**src/rtl/lif_spike_monitor_if.sv**
```systemverilog
`default_nettype none
// ============================================================================
// Module      : lif_spike_monitor_if
// Description : Voltage input, spike-record read port and status signals
//               of the LIF spike monitor.
// Revision    : 1.0 - initial release
// ============================================================================
interface lif_spike_monitor_if #(
    parameter int TS_W       = 16,
    parameter int FIFO_DEPTH = 8
);
    localparam int c_CNT_W = $clog2(FIFO_DEPTH) + 1;

    logic [31:0]        v_in;
    logic               v_valid;
    logic               spike;
    logic [TS_W-1:0]    ts_data;
    logic [TS_W-1:0]    isi_data;
    logic               ts_valid;
    logic               ts_ready;
    logic [c_CNT_W-1:0] fifo_count;
    logic [15:0]        rate;
    logic               rate_valid;
    logic               overflow;

    modport master (
        output v_in, v_valid, ts_ready,
        input  spike, ts_data, isi_data, ts_valid, fifo_count, rate, rate_valid, overflow
    );

    modport slave (
        input  v_in, v_valid, ts_ready,
        output spike, ts_data, isi_data, ts_valid, fifo_count, rate, rate_valid, overflow
    );
endinterface
`default_nettype wire

```
**src/rtl/lif_spike_monitor.sv**
```systemverilog
`default_nettype none
// ============================================================================
// Module      : lif_spike_monitor
// Description : Detects LIF spikes (armed sample followed by zero), queues
//               {timestamp, ISI} records and reports a windowed spike rate.
// Revision    : 1.0 - initial release
// ============================================================================
module lif_spike_monitor #(
    parameter logic signed [31:0] ARM_LEVEL  = 32'sh0000_8000,
    parameter int                 WINDOW     = 256,
    parameter int                 FIFO_DEPTH = 8,
    parameter int                 TS_W       = 16
) (
    input  wire logic          clk,
    input  wire logic          rst,
    lif_spike_monitor_if.slave bus
);
    localparam int                 c_PTR_W    = $clog2(FIFO_DEPTH);
    localparam int                 c_CNT_W    = c_PTR_W + 1;
    localparam logic [15:0]        c_WIN_LAST = 16'(WINDOW - 1);
    localparam logic [c_CNT_W-1:0] c_FULL     = c_CNT_W'(FIFO_DEPTH);

    logic signed [31:0]  prev_v_q, prev_v_d;
    logic [TS_W-1:0]     step_q, step_d;
    logic [TS_W-1:0]     last_ts_q, last_ts_d;
    logic                first_q, first_d;
    logic [c_PTR_W-1:0]  wr_ptr_q, wr_ptr_d;
    logic [c_PTR_W-1:0]  rd_ptr_q, rd_ptr_d;
    logic [c_CNT_W-1:0]  count_q, count_d;
    logic                spike_q, spike_d;
    logic                overflow_q, overflow_d;
    logic [15:0]         win_cnt_q, win_cnt_d;
    logic [15:0]         spk_cnt_q, spk_cnt_d;
    logic [15:0]         rate_q, rate_d;
    logic                rate_valid_q, rate_valid_d;
    logic [TS_W-1:0]     mem_ts_q  [FIFO_DEPTH];
    logic [TS_W-1:0]     mem_isi_q [FIFO_DEPTH];

    logic                w_spike;
    logic                w_full;
    logic                w_pop;
    logic                w_push;
    logic [TS_W-1:0]     w_isi;
    logic [15:0]         w_spk_inc;

    assign w_spike   = bus.v_valid && (prev_v_q > ARM_LEVEL) && (bus.v_in == 32'd0);
    assign w_isi     = first_q ? '0 : (step_q - last_ts_q);
    assign w_full    = (count_q == c_FULL);
    assign w_pop     = bus.ts_ready && (count_q != '0);
    // A full FIFO still accepts a record when the head leaves in the same cycle
    assign w_push    = w_spike && (!w_full || w_pop);
    assign w_spk_inc = (spk_cnt_q == 16'hFFFF) ? spk_cnt_q : (spk_cnt_q + 16'(w_spike));

    always_comb begin
        prev_v_d     = prev_v_q;
        step_d       = step_q;
        last_ts_d    = last_ts_q;
        first_d      = first_q;
        wr_ptr_d     = wr_ptr_q;
        rd_ptr_d     = rd_ptr_q;
        overflow_d   = overflow_q;
        win_cnt_d    = win_cnt_q;
        spk_cnt_d    = spk_cnt_q;
        rate_d       = rate_q;
        rate_valid_d = 1'b0;
        spike_d      = w_spike;
        count_d      = count_q + c_CNT_W'(w_push) - c_CNT_W'(w_pop);

        if (bus.v_valid) begin
            prev_v_d = bus.v_in;
            step_d   = step_q + TS_W'(1);
            if (win_cnt_q == c_WIN_LAST) begin
                rate_d       = w_spk_inc;
                rate_valid_d = 1'b1;
                win_cnt_d    = '0;
                spk_cnt_d    = '0;
            end else begin
                win_cnt_d = win_cnt_q + 16'(1);
                spk_cnt_d = w_spk_inc;
            end
        end

        if (w_spike) begin
            last_ts_d = step_q;
            first_d   = 1'b0;
            if (!w_push) begin
                overflow_d = 1'b1;
            end
        end

        if (w_push) begin
            wr_ptr_d = wr_ptr_q + c_PTR_W'(1);
        end
        if (w_pop) begin
            rd_ptr_d = rd_ptr_q + c_PTR_W'(1);
        end
    end

    always_ff @(posedge clk) begin
        if (rst) begin
            prev_v_q     <= '0;
            step_q       <= '0;
            last_ts_q    <= '0;
            first_q      <= 1'b1;
            wr_ptr_q     <= '0;
            rd_ptr_q     <= '0;
            count_q      <= '0;
            spike_q      <= 1'b0;
            overflow_q   <= 1'b0;
            win_cnt_q    <= '0;
            spk_cnt_q    <= '0;
            rate_q       <= '0;
            rate_valid_q <= 1'b0;
        end else begin
            prev_v_q     <= prev_v_d;
            step_q       <= step_d;
            last_ts_q    <= last_ts_d;
            first_q      <= first_d;
            wr_ptr_q     <= wr_ptr_d;
            rd_ptr_q     <= rd_ptr_d;
            count_q      <= count_d;
            spike_q      <= spike_d;
            overflow_q   <= overflow_d;
            win_cnt_q    <= win_cnt_d;
            spk_cnt_q    <= spk_cnt_d;
            rate_q       <= rate_d;
            rate_valid_q <= rate_valid_d;
        end
    end

    // Record storage needs no reset; contents are only visible through count_q
    always_ff @(posedge clk) begin
        if (w_push && !rst) begin
            mem_ts_q[wr_ptr_q]  <= step_q;
            mem_isi_q[wr_ptr_q] <= w_isi;
        end
    end

    assign bus.spike      = spike_q;
    assign bus.ts_data    = mem_ts_q[rd_ptr_q];
    assign bus.isi_data   = mem_isi_q[rd_ptr_q];
    assign bus.ts_valid   = (count_q != '0);
    assign bus.fifo_count = count_q;
    assign bus.rate       = rate_q;
    assign bus.rate_valid = rate_valid_q;
    assign bus.overflow   = overflow_q;
endmodule
`default_nettype wire

```
**src/flat_wrapper.sv**
```systemverilog
// flat-port wrapper written by rule: the top's interface ports become plain ports
module lif_spike_monitor_flat 
#(
    parameter logic signed [31:0] ARM_LEVEL  = 32'sh0000_8000,
    parameter int                 WINDOW     = 256,
    parameter int                 FIFO_DEPTH = 8,
    parameter int                 TS_W       = 16
)
  (clk, rst, bus_v_in, bus_v_valid, bus_ts_ready, bus_spike, bus_ts_data, bus_isi_data, bus_ts_valid, bus_fifo_count, bus_rate, bus_rate_valid, bus_overflow);
  lif_spike_monitor_if #(.TS_W(TS_W), .FIFO_DEPTH(FIFO_DEPTH)) bus_i ();
  input  wire logic clk;
  input  wire logic rst;
  input wire logic [$bits(bus_i.v_in)-1:0] bus_v_in;
  input wire logic [$bits(bus_i.v_valid)-1:0] bus_v_valid;
  input wire logic [$bits(bus_i.ts_ready)-1:0] bus_ts_ready;
  output wire logic [$bits(bus_i.spike)-1:0] bus_spike;
  output wire logic [$bits(bus_i.ts_data)-1:0] bus_ts_data;
  output wire logic [$bits(bus_i.isi_data)-1:0] bus_isi_data;
  output wire logic [$bits(bus_i.ts_valid)-1:0] bus_ts_valid;
  output wire logic [$bits(bus_i.fifo_count)-1:0] bus_fifo_count;
  output wire logic [$bits(bus_i.rate)-1:0] bus_rate;
  output wire logic [$bits(bus_i.rate_valid)-1:0] bus_rate_valid;
  output wire logic [$bits(bus_i.overflow)-1:0] bus_overflow;
  assign bus_i.v_in = bus_v_in;
  assign bus_i.v_valid = bus_v_valid;
  assign bus_i.ts_ready = bus_ts_ready;
  assign bus_spike = bus_i.spike;
  assign bus_ts_data = bus_i.ts_data;
  assign bus_isi_data = bus_i.isi_data;
  assign bus_ts_valid = bus_i.ts_valid;
  assign bus_fifo_count = bus_i.fifo_count;
  assign bus_rate = bus_i.rate;
  assign bus_rate_valid = bus_i.rate_valid;
  assign bus_overflow = bus_i.overflow;
  lif_spike_monitor #(.ARM_LEVEL(ARM_LEVEL), .WINDOW(WINDOW), .FIFO_DEPTH(FIFO_DEPTH), .TS_W(TS_W)) u_core (.clk(clk), .rst(rst), .bus(bus_i));
endmodule
```
**config.mk**
```make
export PLATFORM = sky130hd
export DESIGN_NAME = lif_spike_monitor_flat
export DESIGN_NICKNAME = d
export VERILOG_FILES = /design/src/rtl/lif_spike_monitor_if.sv /design/src/rtl/lif_spike_monitor.sv /design/src/flat_wrapper.sv
export SDC_FILE = /design/constraint.sdc
export NUM_CORES = 1
export LEC_CHECK = 0
export CORE_ASPECT_RATIO = 1.1
export CORE_MARGIN = 2
export CORE_UTILIZATION = 63
export CTS_BUF_LIST = sky130_fd_sc_hd__clkbuf_16
export DETAILED_ROUTE_END_ITERATION = 8
export DONT_BUFFER_PORTS = 1
export MAX_ROUTING_LAYER = met4
export PLACE_DENSITY = 0.79
export SETUP_SLACK_MARGIN = 0.1
export SLEW_MARGIN = 25
export SYNTH_ARGS = -nofsm -noshare
export SYNTH_HDL_FRONTEND = slang
export SYNTH_SLANG_ARGS = --single-unit
```
**constraint.sdc**
```tcl
create_clock -name clk -period 7.6 [get_ports clk]
set_input_delay 0.76 -clock clk [delete_from_list [all_inputs] [get_ports clk]]
set_output_delay 0.76 -clock clk [all_outputs]
set_load 0.01 [all_outputs]
```
==> impl_metrics.json <==
{
  "drc": 0,
  "pwr-share-comb_pct": 9.0,
  "synthFlopType": "edfxtp_1",
  "crit_fanout": 37,
  "leakagePower_nw": 6.45,
  "power_per_cell_area_nw_per_um2": 253,
  "worstReg2RegEnd": "u_core.mem_isi_q[0][12]",
  "clock-sinks": 385,
  "drt-pass1-iter-count": 4,
  "skew_ns": 0.0148,
  "synth_warnings": 0,
  "grt_pass1_wl_um": 47300,
  "finalHoldViolations": 0,
  "vias_per_cell": 6.08,
  "ant_nets": 0,
  "layout_min_cycle_time_ns": 3.67,
  "min_period_over_period_pct": 48.3,
  "slew_viol_final": 0,
  "fin_nets": 1195,
  "fp-row-count": 61,
  "wirelength_um": 29700,
  "grt_antenna_before_repair": 0,
  "drive_above_1_share_pct": 16.5,
  "wl_per_cell_um": 20.2,
  "outcome": "finished clean",
  "synth_top_area_share_pct": 48.1,
  "synth_area_um2": 16000,
  "tritoncts": "built",
  "area_growth_pct": 9.41,
  "required_ns": 6.84,
  "synth_edf_count": 256,
  "max_freq_mhz": 272,
  "grt_usage_pct": 23.5,
  "ctsLongestPathBuffers": 3,
  "synthCells": 1129,
  "syn-num-nets": 1195,
  "yosysMostFrequentCell": "edfxtp_1",
  "setup_tns_ns": 0,
  "criticalPathCategory": "flip-flop to primary output",
  "finalSetupViolCount": 0,
  "grt_pass1_vias": 9025,
  "synth_top_cell_by_area": "edfxtp_1",
  "slew_headroom_pct": 36.6,
  "intPower_mw": 3.43,
  "post_cts_resized": 0,
  "clk_pin_slew_ns": 0.06,
  "post_cts_buffers": 0,
  "end_kind": "primary output",
  "grt_max_degree": 110,
  "vias": 8933,
  "initial_core_util_pct": 63.6,
  "holdWs_ns": 0.316,
  "clk_latency_ns": 0.51,
  "ys_ff_latch": 385,
  "die_area_um2": 26700,
  "r2r_start": "u_core.step_q[0]",
  "power_frac_clock_pct": 38.9,
  "r2r_cells": 10,
  "worstSetupEndpoint": "bus_isi_data[2]",
  "hp-class": "input pin to flip-flop",
  "worst_slew_pin_slew_ns": 0.950,
  "hold_buffers": 0,
  "ys_top_cells_by_area": "edfxtp_1, dfxtp_1, mux4_2",
  "htreeDepth": 2,
  "num-fill-cells": 1677,
  "r2r_setup_slack_ns": 4.24,
  "start_kind": "flip-flop",
  "synth_cell_types": 69,
  "drt_iter0_drc": 535,
  "io_buffer_count": 0,
  "hpwlAfterDp_um": 17900,
  "cp.arrival_ns": 2.91,
  "yosys-top-cells-count": "edfxtp_1, dfxtp_1, nor2_1",
  "rsz0062_at_grt": "no",
  "pwr-share-seq_pct": 52.2,
  "cap_violations": 0,
  "num_antenna_cells": 0,
  "numCtsBuffers": 37,
  "ir_drop_mv": 0.192,
  "p_sw_mw": 0.998,
  "root_buffer": "clkbuf_16",
  "design.core.area_um2": 25100,
  "die_h_um": 171,
  "ios": 92,
  "swShare_pct": 22.5,
  "synth-seq-area-share_pct": 64.3,
  "overflow": 0,
  "syn_area_per_cell_um2": 14.2,
  "fp.dieW_um": 156,
  "ys_async_sr_fraction_pct": 0,
  "gp_congestion": 0.847
}
power by group through the flow:
stage               Sequential [mW]  Combinational (mW)  Clock (mW)
floorplan                      2.30               0.382           0
global placement               2.36               0.387           0
detailed placement             2.36               0.398           0
CTS                            2.32               0.405        1.75
global route                   2.32               0.435        1.84
finish                         2.31               0.397        1.72
worst min-delay path by stage:
| stage | startpoint | endpoint | slack (ns) | cells past startpoint |
|---|---|---|---|---|
| after floorplan | u_core.last_ts_q[10] | u_core.last_ts_q[10] | 0.43 | 2 |
| after global placement | u_core.last_ts_q[9] | u_core.last_ts_q[9] | 0.43 | 2 |
| after detailed placement | u_core.last_ts_q[14] | u_core.last_ts_q[14] | 0.44 | 2 |
| after CTS | rst | u_core.bus.rate[2] | 0.29 | 1 |
| after global routing | rst | u_core.win_cnt_q[1] | 0.30 | 1 |
| final | rst | u_core.bus.fifo_count[2] | 0.32 | 1 |
cell usage in the layout, fill, tap and decap left out, drive strengths merged, types with 28 or more instances in the layout:
cell type and count:
nand2 76, mux4 64, xor2 28, a21oi 42, ha 28, clkbuf 37, dfxtp 129, inv 47
mux2 33, edfxtp 256, nor2 130, mux2i 35
sequential cells by signal, summed over array words and instances, names as in the netlist, 3 cells and up, named ones only:
| signal | cells |
|---|---|
| u_core.step_q | 16 |
| u_core.wr_ptr_q | 3 |
| u_core.mem_ts_q | 128 |
| u_core.last_ts_q | 16 |
| u_core.bus.rate | 16 |
| u_core.win_cnt_q | 16 |
| u_core.mem_isi_q | 128 |
| u_core.rd_ptr_q | 3 |
| u_core.prev_v_q | 32 |
| u_core.spk_cnt_q | 16 |
| u_core.bus.fifo_count | 4 |
area by class of cell:
| cell class | count | area [um^2] | share of cell area (%) |
|---|---|---|---|
| well taps | 315 | 394 | 2.25 |
| repair buffers | 12 | 123 | 0.701 |
| clock buffers | 37 | 926 | 5.30 |
| clock inverters | 28 | 209 | 1.20 |
| inverters | 35 | 131 | 0.751 |
| flip-flops and latches | 385 | 10300 | 58.8 |
| multi-input cells | 658 | 5420 | 31.0 |
cell families (layout without fill, tap and decap cells):
kind of cell	count (synthesis)	in the layout	share of synthesized area, %
compound gates	120	120	4.91
xor+xnor	51	51	2.80
fa+ha+maj	30	30	2.44
buf+inv	86	112	2.18
flops	385	385	64.3
mux	132	132	13.5
simple gates	325	325	9.86
per-layer routing:
metal	up-vias	global-route usage [%]	part of all wire (%)
li1	4228	-	-
met1	4439	29.2	41
met2	211	40.5	52
met3	55	3.55	4.4
met4	0	6.94	2.1
met5	-	-	0
worst max-delay path: stages, from the launching register on:
cell and delay, ns:
dfxtp_4 0.71, buf_4 0.72, mux4_2 0.63, mux2_2 0.31
per-stage QoR:
stage | total power [mW] | cell area (um^2) | util, % | std cells | worst slack [ns]
2_1_floorplan | 2.69 | 16000 | - | 1129 | 1.99
3_3_place_gp | 2.74 | 16300 | 64.9 | 1403 | 3.75
3_5_place_dp | 2.76 | 16300 | 64.9 | 1403 | 3.61
4_1_cts | 4.47 | 17400 | 69.4 | 1468 | 3.80
5_1_grt | 4.60 | 17500 | 69.6 | 1470 | 3.69
6_report | 4.43 | 17500 | 69.6 | 1470 | 3.93
Power figures use the tool's default switching activity.
